[src/rtl/mem8x16_arb_if.sv]
`default_nettype none
// ============================================================================
// Module  : mem8x16_arb_if
// Purpose : Requester-side bus of the 8x16 memory arbiter: two single-word
//           command ports plus the memory fill (init) control.
// Rev     : 1.0  initial release
// ============================================================================
interface mem8x16_arb_if #(
    parameter int DATA_W = 16,
    parameter int AW     = 3
);
    logic              req0;
    logic              req1;
    logic              we0;
    logic              we1;
    logic [AW-1:0]     addr0;
    logic [AW-1:0]     addr1;
    logic [DATA_W-1:0] wdata0;
    logic [DATA_W-1:0] wdata1;
    logic              ack0;
    logic              ack1;
    logic [DATA_W-1:0] rdata0;
    logic [DATA_W-1:0] rdata1;
    logic              init_req;
    logic [DATA_W-1:0] init_val;
    logic              init_busy;

    modport master (
        output req0, req1, we0, we1, addr0, addr1, wdata0, wdata1, init_req, init_val,
        input  ack0, ack1, rdata0, rdata1, init_busy
    );

    modport slave (
        input  req0, req1, we0, we1, addr0, addr1, wdata0, wdata1, init_req, init_val,
        output ack0, ack1, rdata0, rdata1, init_busy
    );
endinterface
`default_nettype wire

[src/rtl/mem8x16_arb.sv]
`default_nettype none
// ============================================================================
// Module  : mem8x16_arb
// Purpose : Round-robin two-requester sequencer and fill engine in front of
//           an 8x16 DFF memory; memory strobes launch on the falling edge.
// Rev     : 1.0  initial release
// ============================================================================
module mem8x16_arb #(
    parameter int DATA_W = 16,
    parameter int AW     = 3,
    parameter int MEM_AW = 12
) (
    input  logic              clk,
    input  logic              rst,
    mem8x16_arb_if.slave      bus,
    output logic              mem_cs,
    output logic              mem_we,
    output logic [MEM_AW-1:0] mem_addr,
    output logic [DATA_W-1:0] mem_din,
    input  logic [DATA_W-1:0] mem_dout
);
    localparam logic [AW-1:0] c_LAST = {AW{1'b1}};

    typedef enum logic [1:0] {
        ST_IDLE   = 2'd0,
        ST_ACCESS = 2'd1,
        ST_INIT   = 2'd2
    } state_t;

    state_t            state_q, state_d;
    logic              rr_q, rr_d;          // 1 = port 1 wins a tie
    logic              pend_q, pend_d;
    logic [DATA_W-1:0] ival_q, ival_d;
    logic [AW-1:0]     cnt_q, cnt_d;
    logic              sel_q, sel_d;
    logic              cwe_q, cwe_d;
    logic [AW-1:0]     caddr_q, caddr_d;
    logic [DATA_W-1:0] cwdata_q, cwdata_d;
    logic              ack0_q, ack0_d;
    logic              ack1_q, ack1_d;
    logic [DATA_W-1:0] rdata0_q, rdata0_d;
    logic [DATA_W-1:0] rdata1_q, rdata1_d;
    logic              busy_q, busy_d;
    logic              mem_cs_q, mem_cs_d;
    logic              mem_we_q, mem_we_d;
    logic [MEM_AW-1:0] mem_addr_q, mem_addr_d;
    logic [DATA_W-1:0] mem_din_q, mem_din_d;
    logic              w_grant1;
    logic              w_init_start;

    always_comb begin
        state_d      = state_q;
        rr_d         = rr_q;
        pend_d       = pend_q;
        ival_d       = ival_q;
        cnt_d        = cnt_q;
        sel_d        = sel_q;
        cwe_d        = cwe_q;
        caddr_d      = caddr_q;
        cwdata_d     = cwdata_q;
        ack0_d       = 1'b0;
        ack1_d       = 1'b0;
        rdata0_d     = rdata0_q;
        rdata1_d     = rdata1_q;
        busy_d       = busy_q;
        w_grant1     = bus.req1 & (~bus.req0 | rr_q);
        w_init_start = (state_q == ST_IDLE) && pend_q;

        // A fill request landing on the edge that starts a fill is absorbed by it.
        if (bus.init_req && (state_q != ST_INIT) && !w_init_start) begin
            pend_d = 1'b1;
            ival_d = bus.init_val;
        end

        case (state_q)
            ST_IDLE: begin
                if (w_init_start) begin
                    state_d = ST_INIT;
                    pend_d  = 1'b0;
                    cnt_d   = '0;
                    busy_d  = 1'b1;
                end else if (bus.req0 || bus.req1) begin
                    state_d  = ST_ACCESS;
                    sel_d    = w_grant1;
                    cwe_d    = w_grant1 ? bus.we1    : bus.we0;
                    caddr_d  = w_grant1 ? bus.addr1  : bus.addr0;
                    cwdata_d = w_grant1 ? bus.wdata1 : bus.wdata0;
                end
            end
            ST_ACCESS: begin
                state_d = ST_IDLE;
                rr_d    = ~sel_q;
                if (sel_q) begin
                    ack1_d = 1'b1;
                    if (!cwe_q) rdata1_d = mem_dout;
                end else begin
                    ack0_d = 1'b1;
                    if (!cwe_q) rdata0_d = mem_dout;
                end
            end
            ST_INIT: begin
                cnt_d = cnt_q + AW'(1);
                if (cnt_q == c_LAST) begin
                    state_d = ST_IDLE;
                    busy_d  = 1'b0;
                end
            end
            default: state_d = ST_IDLE;
        endcase
    end

    always_comb begin
        mem_cs_d   = 1'b0;
        mem_we_d   = 1'b0;
        mem_addr_d = mem_addr_q;
        mem_din_d  = mem_din_q;
        case (state_q)
            ST_ACCESS: begin
                mem_cs_d   = 1'b1;
                mem_we_d   = cwe_q;
                mem_addr_d = MEM_AW'(caddr_q);
                mem_din_d  = cwdata_q;
            end
            ST_INIT: begin
                mem_cs_d   = 1'b1;
                mem_we_d   = 1'b1;
                mem_addr_d = MEM_AW'(cnt_q);
                mem_din_d  = ival_q;
            end
            default: ;
        endcase
    end

    always_ff @(posedge clk or posedge rst) begin
        if (rst) begin
            state_q  <= ST_IDLE;
            rr_q     <= 1'b0;
            pend_q   <= 1'b0;
            ival_q   <= '0;
            cnt_q    <= '0;
            sel_q    <= 1'b0;
            cwe_q    <= 1'b0;
            caddr_q  <= '0;
            cwdata_q <= '0;
            ack0_q   <= 1'b0;
            ack1_q   <= 1'b0;
            rdata0_q <= '0;
            rdata1_q <= '0;
            busy_q   <= 1'b0;
        end else begin
            state_q  <= state_d;
            rr_q     <= rr_d;
            pend_q   <= pend_d;
            ival_q   <= ival_d;
            cnt_q    <= cnt_d;
            sel_q    <= sel_d;
            cwe_q    <= cwe_d;
            caddr_q  <= caddr_d;
            cwdata_q <= cwdata_d;
            ack0_q   <= ack0_d;
            ack1_q   <= ack1_d;
            rdata0_q <= rdata0_d;
            rdata1_q <= rdata1_d;
            busy_q   <= busy_d;
        end
    end

    // Falling-edge launch keeps the strobes stable across the whole high phase.
    always_ff @(negedge clk or posedge rst) begin
        if (rst) begin
            mem_cs_q   <= 1'b0;
            mem_we_q   <= 1'b0;
            mem_addr_q <= '0;
            mem_din_q  <= '0;
        end else begin
            mem_cs_q   <= mem_cs_d;
            mem_we_q   <= mem_we_d;
            mem_addr_q <= mem_addr_d;
            mem_din_q  <= mem_din_d;
        end
    end

    assign bus.ack0      = ack0_q;
    assign bus.ack1      = ack1_q;
    assign bus.rdata0    = rdata0_q;
    assign bus.rdata1    = rdata1_q;
    assign bus.init_busy = busy_q;
    assign mem_cs        = mem_cs_q;
    assign mem_we        = mem_we_q;
    assign mem_addr      = mem_addr_q;
    assign mem_din       = mem_din_q;
endmodule
`default_nettype wire

[src/flat_wrapper.sv]
// flat-port wrapper written by rule: the top's interface ports become plain ports
module mem8x16_arb_flat 
#(
    parameter int DATA_W = 16,
    parameter int AW     = 3,
    parameter int MEM_AW = 12
)
  (clk, rst, mem_cs, mem_we, mem_addr, mem_din, mem_dout, bus_req0, bus_req1, bus_we0, bus_we1, bus_addr0, bus_addr1, bus_wdata0, bus_wdata1, bus_init_req, bus_init_val, bus_ack0, bus_ack1, bus_rdata0, bus_rdata1, bus_init_busy);
  mem8x16_arb_if #(.DATA_W(DATA_W), .AW(AW)) bus_i ();
  input  logic clk;
  input  logic rst;
  output logic mem_cs;
  output logic mem_we;
  output logic [MEM_AW-1:0] mem_addr;
  output logic [DATA_W-1:0] mem_din;
  input  logic [DATA_W-1:0] mem_dout;
  input wire logic [$bits(bus_i.req0)-1:0] bus_req0;
  input wire logic [$bits(bus_i.req1)-1:0] bus_req1;
  input wire logic [$bits(bus_i.we0)-1:0] bus_we0;
  input wire logic [$bits(bus_i.we1)-1:0] bus_we1;
  input wire logic [$bits(bus_i.addr0)-1:0] bus_addr0;
  input wire logic [$bits(bus_i.addr1)-1:0] bus_addr1;
  input wire logic [$bits(bus_i.wdata0)-1:0] bus_wdata0;
  input wire logic [$bits(bus_i.wdata1)-1:0] bus_wdata1;
  input wire logic [$bits(bus_i.init_req)-1:0] bus_init_req;
  input wire logic [$bits(bus_i.init_val)-1:0] bus_init_val;
  output wire logic [$bits(bus_i.ack0)-1:0] bus_ack0;
  output wire logic [$bits(bus_i.ack1)-1:0] bus_ack1;
  output wire logic [$bits(bus_i.rdata0)-1:0] bus_rdata0;
  output wire logic [$bits(bus_i.rdata1)-1:0] bus_rdata1;
  output wire logic [$bits(bus_i.init_busy)-1:0] bus_init_busy;
  assign bus_i.req0 = bus_req0;
  assign bus_i.req1 = bus_req1;
  assign bus_i.we0 = bus_we0;
  assign bus_i.we1 = bus_we1;
  assign bus_i.addr0 = bus_addr0;
  assign bus_i.addr1 = bus_addr1;
  assign bus_i.wdata0 = bus_wdata0;
  assign bus_i.wdata1 = bus_wdata1;
  assign bus_i.init_req = bus_init_req;
  assign bus_i.init_val = bus_init_val;
  assign bus_ack0 = bus_i.ack0;
  assign bus_ack1 = bus_i.ack1;
  assign bus_rdata0 = bus_i.rdata0;
  assign bus_rdata1 = bus_i.rdata1;
  assign bus_init_busy = bus_i.init_busy;
  mem8x16_arb #(.DATA_W(DATA_W), .AW(AW), .MEM_AW(MEM_AW)) u_core (.clk(clk), .rst(rst), .bus(bus_i), .mem_cs(mem_cs), .mem_we(mem_we), .mem_addr(mem_addr), .mem_din(mem_din), .mem_dout(mem_dout));
endmodule
[config.mk]
export PLATFORM = sky130hd
export DESIGN_NAME = mem8x16_arb_flat
export DESIGN_NICKNAME = d
export VERILOG_FILES = /design/src/rtl/mem8x16_arb_if.sv /design/src/rtl/mem8x16_arb.sv /design/src/flat_wrapper.sv
export SDC_FILE = /design/constraint.sdc
export NUM_CORES = 1
export LEC_CHECK = 0
export CAP_MARGIN = 20
export CORE_ASPECT_RATIO = 1.75
export CORE_UTILIZATION = 42
export CTS_CLUSTER_SIZE = 14
export DETAILED_ROUTE_END_ITERATION = 16
export PLACE_DENSITY = 0.77
export SETUP_SLACK_MARGIN = 0.3
export SYNTH_ARGS = -nofsm -noshare
export SYNTH_HDL_FRONTEND = slang
export SYNTH_SLANG_ARGS = --single-unit
[constraint.sdc]
create_clock -name clk -period 3.55 [get_ports clk]
set_input_delay 1.065 -clock clk [delete_from_list [all_inputs] [get_ports clk]]
set_output_delay 1.065 -clock clk [all_outputs]
set_load 0.05 [all_outputs]
==> tab_implementation.tex <==
\begin{tabular}{lr}
\hline
Metric & Value \\
\hline
\multicolumn{2}{l}{\textbf{Detailed routing}} \\
\quad Initial detailed-routing violation count & $\sim$220 \\
\quad Final routed DRC violation total & 0 \\
\quad Wire length per cell & 17.2 um \\
\quad DR vias & approximately 3300 \\
\quad First drt pass iteration count & 5 \\
\quad Post-detailed-routing wire length & 11000 um \\
\quad Detail-routed via count per cell & around 5.2 \\
\quad Count of antenna-violating nets left after detailed routing & 0 \\
\multicolumn{2}{l}{\textbf{STA}} \\
\quad Setup total negative slack & -4990 ps \\
\quad Number of endpoints failing setup at the final stage & 21 \\
\quad Worst slew slack as a fraction of its limit & between 40\% and 50\% \\
\quad Final worst-path setup slack & -262 ps \\
\quad Clock tree skew after final layout & 5.34 ps \\
\quad RSZ-0062 raised after global routing & yes \\
\quad Final count of pins violating max slew & 0 \\
\quad Measured slew at the worst slew-check pin & 862 ps \\
\quad Fin. Hold Viols & 0 \\
\multicolumn{2}{l}{\textbf{Logic synthesis}} \\
\quad Synthesis Warnings & 0 \\
\quad Share of the synthesized area in the top cell type & 45.0\% \\
\quad Avg Inst Size Synth & about 12 um2 \\
\quad Unique masters post-synth & 29 \\
\quad Most area-consuming cells after synthesis & dfrtp\_1 (45\%), dfrtn\_1 (12\%), mux2\_2 (9.7\%) \\
\quad Sequential cell area fraction in the yosys report & between 50\% and 60\% \\
\quad Total of flip-flops plus latches after synthesis & 100 \\
\quad Combined area of all synthesized cells & around 4400 um2 \\
\quad Syn Inst Count & about 370 \\
\quad Dominant cell type by area after synthesis & dfrtp\_1 \\
\multicolumn{2}{l}{\textbf{Clock tree}} \\
\quad Clock edge transition at the registers on the reported setup and hold paths & 70 ps \\
\quad Clock buffers created by TritonCTS & 9 \\
\quad H-tree depth & 3 \\
\quad Max Root-Sink Buffers & 2 \\
\quad Clock tree sinks & 100 \\
\quad TritonCTS clock tree & built \\
\quad Root Buffer Master & clkbuf\_16 \\
\quad Insertion delay of the later-clocked pin in the worst-skew pair & roughly 340 ps \\
\multicolumn{2}{l}{\textbf{Setup path}} \\
\quad Highest-delay cell along the critical path & dfrtn\_1 \\
\quad Arrival time worst endpoint & roughly 2800 ps \\
\quad Buf+Inv Stages, Crit Path & 1 \\
\quad Path type of the worst setup path & flip-flop to output pin \\
\quad Critical path's top delay family & flip-flops \\
\quad CP peak stage delay & between 400 and 500 ps \\
\quad FF-to-FF setup slack & roughly 370 ps \\
\quad Launching element of the worst setup path & u\_core.mem\_din[5]\$\_DFFE\_NP0P\_ \\
\quad Element type at the critical path start & flip-flop \\
\quad Chain of cells forming the critical path & buf\_12 \\
\quad Req. time, crit path & between 2000 and 2500 ps \\
\quad Launch point of the worst reg-to-reg path & u\_core.state\_q[0]\$\_DFFE\_PP0P\_ \\
\quad Worst setup path endpoint & mem\_din[5] \\
\quad Reg2Reg Depth & 5 \\
\quad End of the worst register-to-register path & u\_core.mem\_din[0]\$\_DFFE\_NP0P\_ \\
\quad Number of gates on the worst path with buffers counted & 1 \\
\quad Element type at the critical path end & output pin \\
\quad Critical path fanouts, max & 2 \\
\multicolumn{2}{l}{\textbf{Cells and area}} \\
\quad Fraction of final layout cells with drive strength greater than 1 & 23.4\% \\
\quad Diode count & 0 \\
\quad Most used cells in the layout excluding fill and tap cells & clkdlybuf4s50\_1 (111), dfrtp\_1 (79), a21oi\_1 (42) \\
\quad Post-layout net count & slightly below 600 \\
\quad Leading cell type in the layout, fill and taps excluded & clkdlybuf4s50\_1 \\
\quad Filler cell count in the final layout & 770 \\
\quad Final cell count without fillers & 640 \\
\quad Final Cell Area & 6520 um2 \\
\quad Area Overhead vs Synth & 48.6\% \\
\multicolumn{2}{l}{\textbf{Power and ir drop}} \\
\quad Switching Power & 2900 uW \\
\quad Share of total power consumed by net switching & 41.7\% \\
\quad Worst IR drop on VDD & 667 uV \\
\quad Power share of the sequential group & 30.4\% \\
\quad Internal portion of total power & slightly above 4000 uW \\
\quad LEAKAGE & roughly 0.0028 uW \\
\quad Power per cell area & 1070 nW/um2 \\
\quad Share of power burned in the clock network & $\sim$16\% \\
\quad Part of the total power dissipated in combinational logic & about 54\% \\
\multicolumn{2}{l}{\textbf{GRT}} \\
\quad Vias in the first global route & 3471 \\
\quad First-pass GRT wire length & 17200 um \\
\quad Pin count of the biggest net entering global routing & 36 \\
\quad Number of antenna violations at the first check in global routing & 0 \\
\quad GRT Total Usage & roughly a fifth \\
\quad Global-route congestion overflow total & 0 \\
\multicolumn{2}{l}{\textbf{Floorplan}} \\
\quad DIE HEIGHT & approximately 140 um \\
\quad Area enclosed by the die boundary & 10900 um2 \\
\quad Area of the core & between 10000 and 15000 um2 \\
\quad Number of rows in the core area & between 40 and 50 \\
\quad Effective utilization at floorplan & 42.9\% \\
\quad Number of placed I/O pins & $\sim$140 \\
\quad Die width & 79.3 um \\
\multicolumn{2}{l}{\textbf{Status}} \\
\quad Violated checks & negative setup slack \\
\quad Result of the run & finished, violations left \\
\multicolumn{2}{l}{\textbf{Placement}} \\
\quad Placed cell areas & 6030 um2 \\
\quad Routability-driven placement congestion ratio & 0.812 \\
\quad HPWL after detailed placement & a little over 8000 um \\
\quad Minimum setup slack after placement & 98.0 ps \\
\quad Cell count after placement & 612 \\
\quad Number of buffers inserted by port buffering & $\sim$130 \\
\multicolumn{2}{l}{\textbf{Worst hold path}} \\
\quad Worst min path class & flip-flop to flip-flop \\
\quad Hold-critical path depth & 1 \\
\multicolumn{2}{l}{\textbf{Run}} \\
\quad \# Max-Cap Violations & 0 \\
\hline
\end{tabular}
==> how the worst min path moves through the flow <==
stage | start | end | slack [ps]
after floorplan | u_core.sel_q$_DFFE_PP0P_ | u_core.bus.ack0$_DFF_PP0_ | 420
final | u_core.sel_q$_DFFE_PP0P_ | u_core.bus.ack0$_DFF_PP0_ | 450
after CTS | u_core.sel_q$_DFFE_PP0P_ | u_core.bus.ack0$_DFF_PP0_ | 460
after global placement | u_core.sel_q$_DFFE_PP0P_ | u_core.bus.ack0$_DFF_PP0_ | 440
after detailed placement | u_core.sel_q$_DFFE_PP0P_ | u_core.bus.ack0$_DFF_PP0_ | 450
after global routing | u_core.sel_q$_DFFE_PP0P_ | u_core.bus.ack0$_DFF_PP0_ | 500
==> through the flow <==
step	hold slack [ps]	power, uW	util [%]
6_report	454	6950	63.7
3_3_place_gp	443	5620	58.9
3_5_place_dp	452	5720	58.9
4_1_cts	458	6920	62.9
5_1_grt	495	7320	63.7
2_1_floorplan	418	4340	-
==> sequential cells by signal, summed over array words and instances, names as in the netlist, 2 cells and up <==
| name | cells |
|---|---|
| u_core.cwdata_q | 16 |
| u_core.cnt_q | 3 |
| u_core.mem_din | 16 |
| u_core.mem_addr | 3 |
| u_core.caddr_q | 3 |
| u_core.bus.rdata0 | 16 |
| u_core.bus.rdata1 | 16 |
| u_core.ival_q | 16 |
| u_core.state_q | 2 |
==> Yosys cell counts, drive strengths merged <==
master	count
dfrtp	79
mux2	48
a21oi	42
buf	23
nor2	23
o21ai	23
dfrtn	21
mux2i	21
a31oi	20
nand3	20
clkbuf	13
nor2b	6
ha	5
nand2b	5
inv	4
nand2	4
a32o	2
and2	1
conb	1
o21a	1
o22ai	1
o2bb2ai	1
o31ai	1
or2	1
==> layout make-up <==
cell class	count	area, um2	share of cell area (%)
Tap cell	127	159	2.44
Sequential cell	100	2500	38.4
Clock buffer	9	225	3.45
Timing Repair Buffer	159	1780	27.3
Clock inverter	7	123	1.88
Multi-Input combinational cell	234	1720	26.3
Inverter	4	18.8	0.288
==> cells by family (layout without fill, tap and decap cells) <==
family / count (synthesis) / after routing / synth area share [%]
compound gates: 91 / 91 / 11.4
fa+ha+maj: 5 / 5 / 1.43
buf+inv: 40 / 179 / 5.33
flops: 100 / 100 / 57.0
mux: 69 / 69 / 18.0
other cells: 1 / 9 / 0.0854
simple gates: 60 / 60 / 6.78
==> power groups by stage <==
| stage | Clock [uW] | Combinational [uW] | Sequential, uW |
|---|---|---|---|
| global placement | 0 | 3540 | 2080 |
| finish | 1120 | 3720 | 2110 |
| floorplan | 0 | 1280 | 3060 |
| detailed placement | 0 | 3600 | 2120 |
| global route | 1190 | 3950 | 2170 |
| CTS | 1140 | 3680 | 2100 |
==> metal layers <==
| layer | track usage, % | part of all wire (%) | up-vias |
|---|---|---|---|
| li1 | - | - | 1564 |
| met1 | 23.1 | 37 | 1618 |
| met5 | 0 | 0 | - |
| met4 | 9.49 | 2.8 | 0 |
| met3 | 4.37 | 4.7 | 23 |
| met2 | 39.2 | 55 | 136 |
==> repair_timing <==
item | in CTS | in global routing
hold buffers | 0 | 0
setup buffers | 7 | 5
cloned | 0 | 0
setup endpoints to repair | 22 | 31
resized for setup | 3 | 8
No activity file was read; power rests on OpenSTA's default activity.
